$ cat config.mk
export PLATFORM = sky130hd
export DESIGN_NAME = fetch_sequencer
export DESIGN_NICKNAME = d
export VERILOG_FILES = /design/src/rtl/fetch_pkg.sv /design/src/rtl/fetch_buffer.sv /design/src/rtl/fetch_sequencer.sv
export SDC_FILE = /design/constraint.sdc
export NUM_CORES = 1
export LEC_CHECK = 0
export ABC_AREA = 1
export CORE_MARGIN = 2
export CORE_UTILIZATION = 40
export CTS_CLUSTER_SIZE = 28
export DETAILED_ROUTE_END_ITERATION = 6
export HOLD_SLACK_MARGIN = 0.08
export SYNTH_ARGS = -nofsm -noshare
export SYNTH_HDL_FRONTEND = slang
export SYNTH_SLANG_ARGS = --single-unit
export TNS_END_PERCENT = 20
$ cat constraint.sdc
create_clock -name clk -period 10 [get_ports clk]
set_input_delay 2 -clock clk [delete_from_list [all_inputs] [get_ports clk]]
set_output_delay 2 -clock clk [all_outputs]
set_load 0.02 [all_outputs]
$ cat src/rtl/fetch_pkg.sv
// Shared types and constants for the KLP32 instruction fetch path.
package fetch_pkg;
    localparam int unsigned XLEN             = 32;
    localparam int unsigned INST_BYTES       = 4;
    localparam logic [XLEN-1:0] DEFAULT_RESET_PC = 32'h0000_0000;

    typedef enum logic [1:0] {
        RUN  = 2'd0,
        WAIT = 2'd1,
        DROP = 2'd2
    } fetch_state_t;

    typedef struct packed {
        logic [XLEN-1:0] pc;
        logic [XLEN-1:0] pc_inc;
        logic [XLEN-1:0] inst;
    } fetch_entry_t;
endpackage

$ cat src/rtl/fetch_buffer.sv
// Small synchronous FIFO of fetched instructions; flush wins over push.
module fetch_buffer
    import fetch_pkg::*;
#(
    parameter int unsigned DEPTH = 2,
    localparam int unsigned PTR_W = (DEPTH > 1) ? $clog2(DEPTH) : 1,
    localparam int unsigned CNT_W = $clog2(DEPTH) + 1
) (
    input  logic             clk,
    input  logic             reset,
    input  logic             i_push,
    input  fetch_entry_t     i_entry,
    input  logic             i_pop,
    input  logic             i_flush,
    output logic [CNT_W-1:0] o_count,
    output fetch_entry_t     o_head
);
    fetch_entry_t     r_mem [DEPTH];
    logic [PTR_W-1:0] r_rd_ptr;
    logic [PTR_W-1:0] r_wr_ptr;
    logic [CNT_W-1:0] r_count;

    always_ff @(posedge clk) begin
        if (reset || i_flush) begin
            r_rd_ptr <= '0;
            r_wr_ptr <= '0;
            r_count  <= '0;
        end else begin
            if (i_push) begin
                r_wr_ptr <= r_wr_ptr + PTR_W'(1);
            end
            if (i_pop) begin
                r_rd_ptr <= r_rd_ptr + PTR_W'(1);
            end
            r_count <= r_count + CNT_W'(i_push) - CNT_W'(i_pop);
        end
    end

    // Storage needs no reset: the head is masked to zero whenever empty.
    always_ff @(posedge clk) begin
        if (!reset && !i_flush && i_push) begin
            r_mem[r_wr_ptr] <= i_entry;
        end
    end

    assign o_count = r_count;
    assign o_head  = (r_count != '0) ? r_mem[r_rd_ptr] : '0;
endmodule

$ cat src/rtl/fetch_sequencer.sv
// KLP32 fetch control: next-PC, single-outstanding imem handshake,
// instruction buffer to decode, and redirect/flush handling.
module fetch_sequencer
    import fetch_pkg::*;
#(
    parameter logic [31:0] RESET_PC  = DEFAULT_RESET_PC,
    parameter int unsigned BUF_DEPTH = 2
) (
    input  logic        clk,
    input  logic        reset,
    input  logic        i_redirect,
    input  logic [31:0] i_redirect_pc,
    output logic        o_imem_req,
    output logic [31:0] o_imem_addr,
    input  logic        i_imem_rvalid,
    input  logic [31:0] i_imem_rdata,
    output logic        o_valid,
    input  logic        i_ready,
    output logic [31:0] o_inst,
    output logic [31:0] o_pc,
    output logic [31:0] o_pc_inc,
    output logic        o_misaligned
);
    localparam int unsigned CNT_W = $clog2(BUF_DEPTH) + 1;
    localparam int unsigned OCC_W = CNT_W + 1;

    fetch_state_t     r_state;
    logic [31:0]      r_pc_next;
    logic [31:0]      r_req_pc;
    logic             r_misaligned;
    logic [CNT_W-1:0] w_count;
    logic [OCC_W-1:0] w_occ_next;
    logic             w_push;
    logic             w_pop;
    logic             w_space;
    logic             w_issue;
    fetch_entry_t     w_entry;
    fetch_entry_t     w_head;

    // Space is judged on post-cycle occupancy so a pop frees a slot immediately.
    assign w_pop      = o_valid & i_ready;
    assign w_push     = (r_state == WAIT) & i_imem_rvalid;
    assign w_occ_next = OCC_W'(w_count) + OCC_W'(w_push) - OCC_W'(w_pop);
    assign w_space    = w_occ_next < OCC_W'(BUF_DEPTH);
    assign w_issue    = !reset & !i_redirect & w_space
                      & ((r_state == RUN) | i_imem_rvalid);

    assign w_entry = '{pc: r_req_pc, pc_inc: r_req_pc + 32'(INST_BYTES), inst: i_imem_rdata};

    fetch_buffer #(.DEPTH(BUF_DEPTH)) u_buf (
        .clk     (clk),
        .reset   (reset),
        .i_push  (w_push),
        .i_entry (w_entry),
        .i_pop   (w_pop),
        .i_flush (i_redirect),
        .o_count (w_count),
        .o_head  (w_head)
    );

    always_ff @(posedge clk) begin
        if (reset) begin
            r_state      <= RUN;
            r_pc_next    <= RESET_PC;
            r_req_pc     <= '0;
            r_misaligned <= 1'b0;
        end else begin
            r_misaligned <= i_redirect & (i_redirect_pc[1:0] != 2'b00);
            if (w_issue) begin
                r_pc_next <= r_pc_next + 32'(INST_BYTES);
                r_req_pc  <= r_pc_next;
            end
            if (i_redirect) begin
                // An outstanding request whose data has not arrived must be dropped.
                r_pc_next <= {i_redirect_pc[31:2], 2'b00};
                r_state   <= (r_state == RUN || i_imem_rvalid) ? RUN : DROP;
            end else begin
                case (r_state)
                    RUN:        if (w_issue) r_state <= WAIT;
                    WAIT, DROP: if (i_imem_rvalid) r_state <= w_issue ? WAIT : RUN;
                    default:    r_state <= RUN;
                endcase
            end
        end
    end

    assign o_imem_req   = w_issue;
    assign o_imem_addr  = r_pc_next;
    assign o_valid      = (w_count != '0);
    assign o_inst       = w_head.inst;
    assign o_pc         = w_head.pc;
    assign o_pc_inc     = w_head.pc_inc;
    assign o_misaligned = r_misaligned;
endmodule

==> results.json <==
{
  "antenna_found_initial": 0,
  "ctsHoldBuffers": 0,
  "ctsLongestPathBuffers": 3,
  "maxCapViolCount": 0,
  "clk_pin_slew_ns": 0.06,
  "rows": 61,
  "finalSetupViolCount": 0,
  "finalHoldViolCount": 0,
  "internal_power_mw": 1.78,
  "postLayoutSetupSlackWorst_ns": 2.85,
  "required_ns": 8.00,
  "design_area_um2": 14200,
  "end_kind": "primary output",
  "crit_arrival_ns": 5.15,
  "clkPwrFrac_pct": 39.5,
  "p_sw_share_pct": 24.6,
  "ys_ff_latch": 252,
  "ir_worst_vdd_mv": 0.121,
  "power_density_nw_per_um2": 165,
  "post_cts_buffers": 0,
  "drt_iter0_drc": 702,
  "core_um2": 27600,
  "drc": 0,
  "yosysSeqAreaShare_pct": 61.7,
  "initial_utilization_pct": 40.4,
  "grtUsageTotal_pct": 19.4,
  "cts_tree": "yes",
  "crit_chain": "clkdlybuf4s50_1 > nand2_1 > ha_1 > inv_1 > ha_1 > fa_1 > inv_1 > nand2_1 > nor2_4 > buf_4 > clkdlybuf4s50_1",
  "cts_made_buffers": 27,
  "avgRoutedWirePerCell_um": 16.1,
  "io_pins": 200,
  "p_leak_nw": 5.21,
  "layout_min_cycle_time_ns": 7.15,
  "final_common_cell": "nand2_1",
  "routed_wl_um": 28400,
  "dp_hpwl_um": 18800,
  "cts_sinks": 252,
  "die_h_um": 171,
  "cts.htree.levels": 1,
  "yosysWarnings": 0,
  "final_layout_size_suffix_gt1_share_pct": 4.91,
  "grt_pass1_wl_um": 44900,
  "pwr-share-seq_pct": 50.8,
  "grt_setup_unrepaired": "false",
  "pre_cts_ws_ns": 2.84,
  "clock-root-buffer": "clkbuf_16",
  "insertion_delay_ns": 0.55,
  "layout_common_cells": "nand2_1 (346), clkdlybuf4s50_1 (193), edfxtp_1 (184)",
  "status": "finished, final reports clean",
  "dr_total_vias": 8602,
  "synth_cells": 1182,
  "diodes": 0,
  "slew_viol_final": 0,
  "vias_per_cell": 4.88,
  "cp_slowest_stage_delay_ns": 0.71,
  "power_switching_uw": 579,
  "fin_setup_tns_ns": 0,
  "timing.fmax_ghz": 0.140,
  "syn-mean-instance-area_um2": 9.44,
  "r2r_slack_ns": 5.87,
  "hp-class": "register to register",
  "overflow": 0,
  "cts.repair.resized": 0,
  "grt_max_degree": 69,
  "combPwrFrac_pct": 9.7,
  "dieArea_um2": 29200,
  "gp_congestion": 0.891,
  "clock_skew_ns": 0.0113,
  "worstSetupPathType": "input port to primary output",
  "worst_pin_slew_ns": 0.981,
  "final_nets": 1440,
  "area_delta_synth_final_pct": 27.5,
  "worst-path-buf-inv": 5,
  "power_mw": 2.36,
  "period_share_pct": 71.5,
  "placed_area_um2": 13400,
  "fin_util_pct": 51.5,
  "grt_pass1_vias": 8099,
  "syn_area_um2": 11200,
  "ant_nets": 0,
  "cpLargestDelayFamily": "buffers and inverters",
  "cpMaxStageDelayCell": "clkdlybuf4s50_1",
  "max_slew_margin_pct": 34.4,
  "port_buffers": 193,
  "die_w_um": 171,
  "critPathLaunchType": "input port",
  "crit_fanout": 56,
  "synth_cell_type_count": 35,
  "drt-pass1-iter-count": 5
}
==> cell families (layout without fill, tap and decap cells) <==
group | after synthesis | in the layout | synth area share (%)
and+or+nand+nor | 527 | 527 | 19.2
adders and majority gates | 8 | 8 | 0.964
buffers and inverters | 160 | 357 | 6.03
AOI/OAI and AO/OA | 199 | 199 | 9.33
DFF | 252 | 252 | 61.7
xor gates and xnor gates | 35 | 35 | 2.75
other | 1 | 6 | 0.0336
==> synth_stat cells <==
library cell / count / share of area [%]
nand3b_1: 1 / 0.067
a21oi_2: 2 / 0.16
buf_2: 4 / 0.18
o21ai_0: 48 / 2.2
nor2_4: 1 / 0.10
nand2_2: 3 / 0.17
nor4_1: 2 / 0.11
a31oi_1: 2 / 0.11
a211oi_1: 6 / 0.40
xnor2_1: 7 / 0.55
clkbuf_1: 38 / 1.3
nand4_1: 7 / 0.39
nor2_8: 1 / 0.18
a22oi_1: 4 / 0.27
o211ai_2: 1 / 0.11
fa_1: 1 / 0.18
clkinv_1: 1 / 0.034
a21oi_1: 135 / 6.1
dfxtp_1: 68 / 12
nand2_1: 346 / 12
xor2_1: 28 / 2.2
nor3b_1: 1 / 0.067
edfxtp_1: 184 / 50
or2_2: 1 / 0.056
o211ai_1: 1 / 0.067
nand3_1: 55 / 2.5
ha_1: 7 / 0.78
inv_1: 103 / 3.5
buf_4: 10 / 0.67
nand3_2: 1 / 0.090
nor2_1: 93 / 3.1
nor3_1: 12 / 0.54
buf_6: 4 / 0.40
conb_1: 1 / 0.034
nor2_2: 3 / 0.17
==> worst paths after layout <==
path	cells after the start	from	to
hold reg to reg	1	u_buf.r_rd_ptr	u_buf.r_rd_ptr
setup / recovery	11	i_imem_rvalid	o_imem_req
hold / removal	1	u_buf.r_rd_ptr	u_buf.r_rd_ptr
setup reg to reg	18	u_buf.o_count[1]	o_imem_addr[8]
==> routing by layer <==
layer  global-route usage (%)  share of wire (%)  wire length, um  vias to the layer above
met5                        0                  0                0                        -
met4                     3.83                1.3              374                        0
met3                     3.61                7.0             1980                       37
met2                     29.2                 44            12500                      267
met1                     29.3                 48            13600                     4012
li1                         -                  -                -                     4286
==> worst reg2reg max path, cell delays in order, from the launching register on <==
cell      delay (ns)
dfxtp_1         0.35
nor2_4          0.67
inv_1           0.13
nand2_1         0.09
inv_1           0.07
ha_1            0.28
inv_1           0.04
ha_1            0.18
fa_1            0.39
nand2_1         0.10
inv_1           0.04
nor2_1          0.15
nand2_2         0.46
nand2_2         0.53
inv_1           0.24
nand2_1         0.12
o211ai_2        0.07
nand2_1         0.08
inv_1           0.04
==> registers in the layout, summed over array words and instances (netlist names), named ones only <==
signal,cells
u_buf.r_mem,184
u_buf.o_count,2
u_buf.r_rd_ptr,1
o_imem_addr,30
r_state,2
o_misaligned,1
u_buf.r_wr_ptr,1
r_req_pc,30
==> power groups by stage <==
| stage | clock network [mW] | logic, mW | registers, mW |
|---|---|---|---|
| 2_1_floorplan | 0 | 0.120 | 1.21 |
| 3_3_place_gp | 0 | 0.226 | 1.22 |
| 3_5_place_dp | 0 | 0.229 | 1.22 |
| 4_1_cts | 0.950 | 0.230 | 1.19 |
| 5_1_grt | 1.00 | 0.252 | 1.20 |
| 6_report | 0.931 | 0.228 | 1.20 |
==> final cells by class <==
| type | instances | area, um^2 |
|---|---|---|
| Fill cell | 2559 | 13400 |
| Sequential cell | 252 | 6890 |
| Multi-Input combinational cell | 775 | 3640 |
| Timing Repair Buffer | 203 | 2010 |
| Clock buffer | 32 | 694 |
| Tap cell | 378 | 473 |
| Inverter | 104 | 390 |
| Clock inverter | 18 | 134 |
==> per-stage QoR <==
step | cells | hold slack (ns)
after floorplan | 1187 | 0.425
after global placement | 1712 | 0.447
after detailed placement | 1712 | 0.457
after CTS | 1762 | 0.464
after global routing | 1762 | 0.512
final | 1762 | 0.460
(Power assumes the default switching activity.)
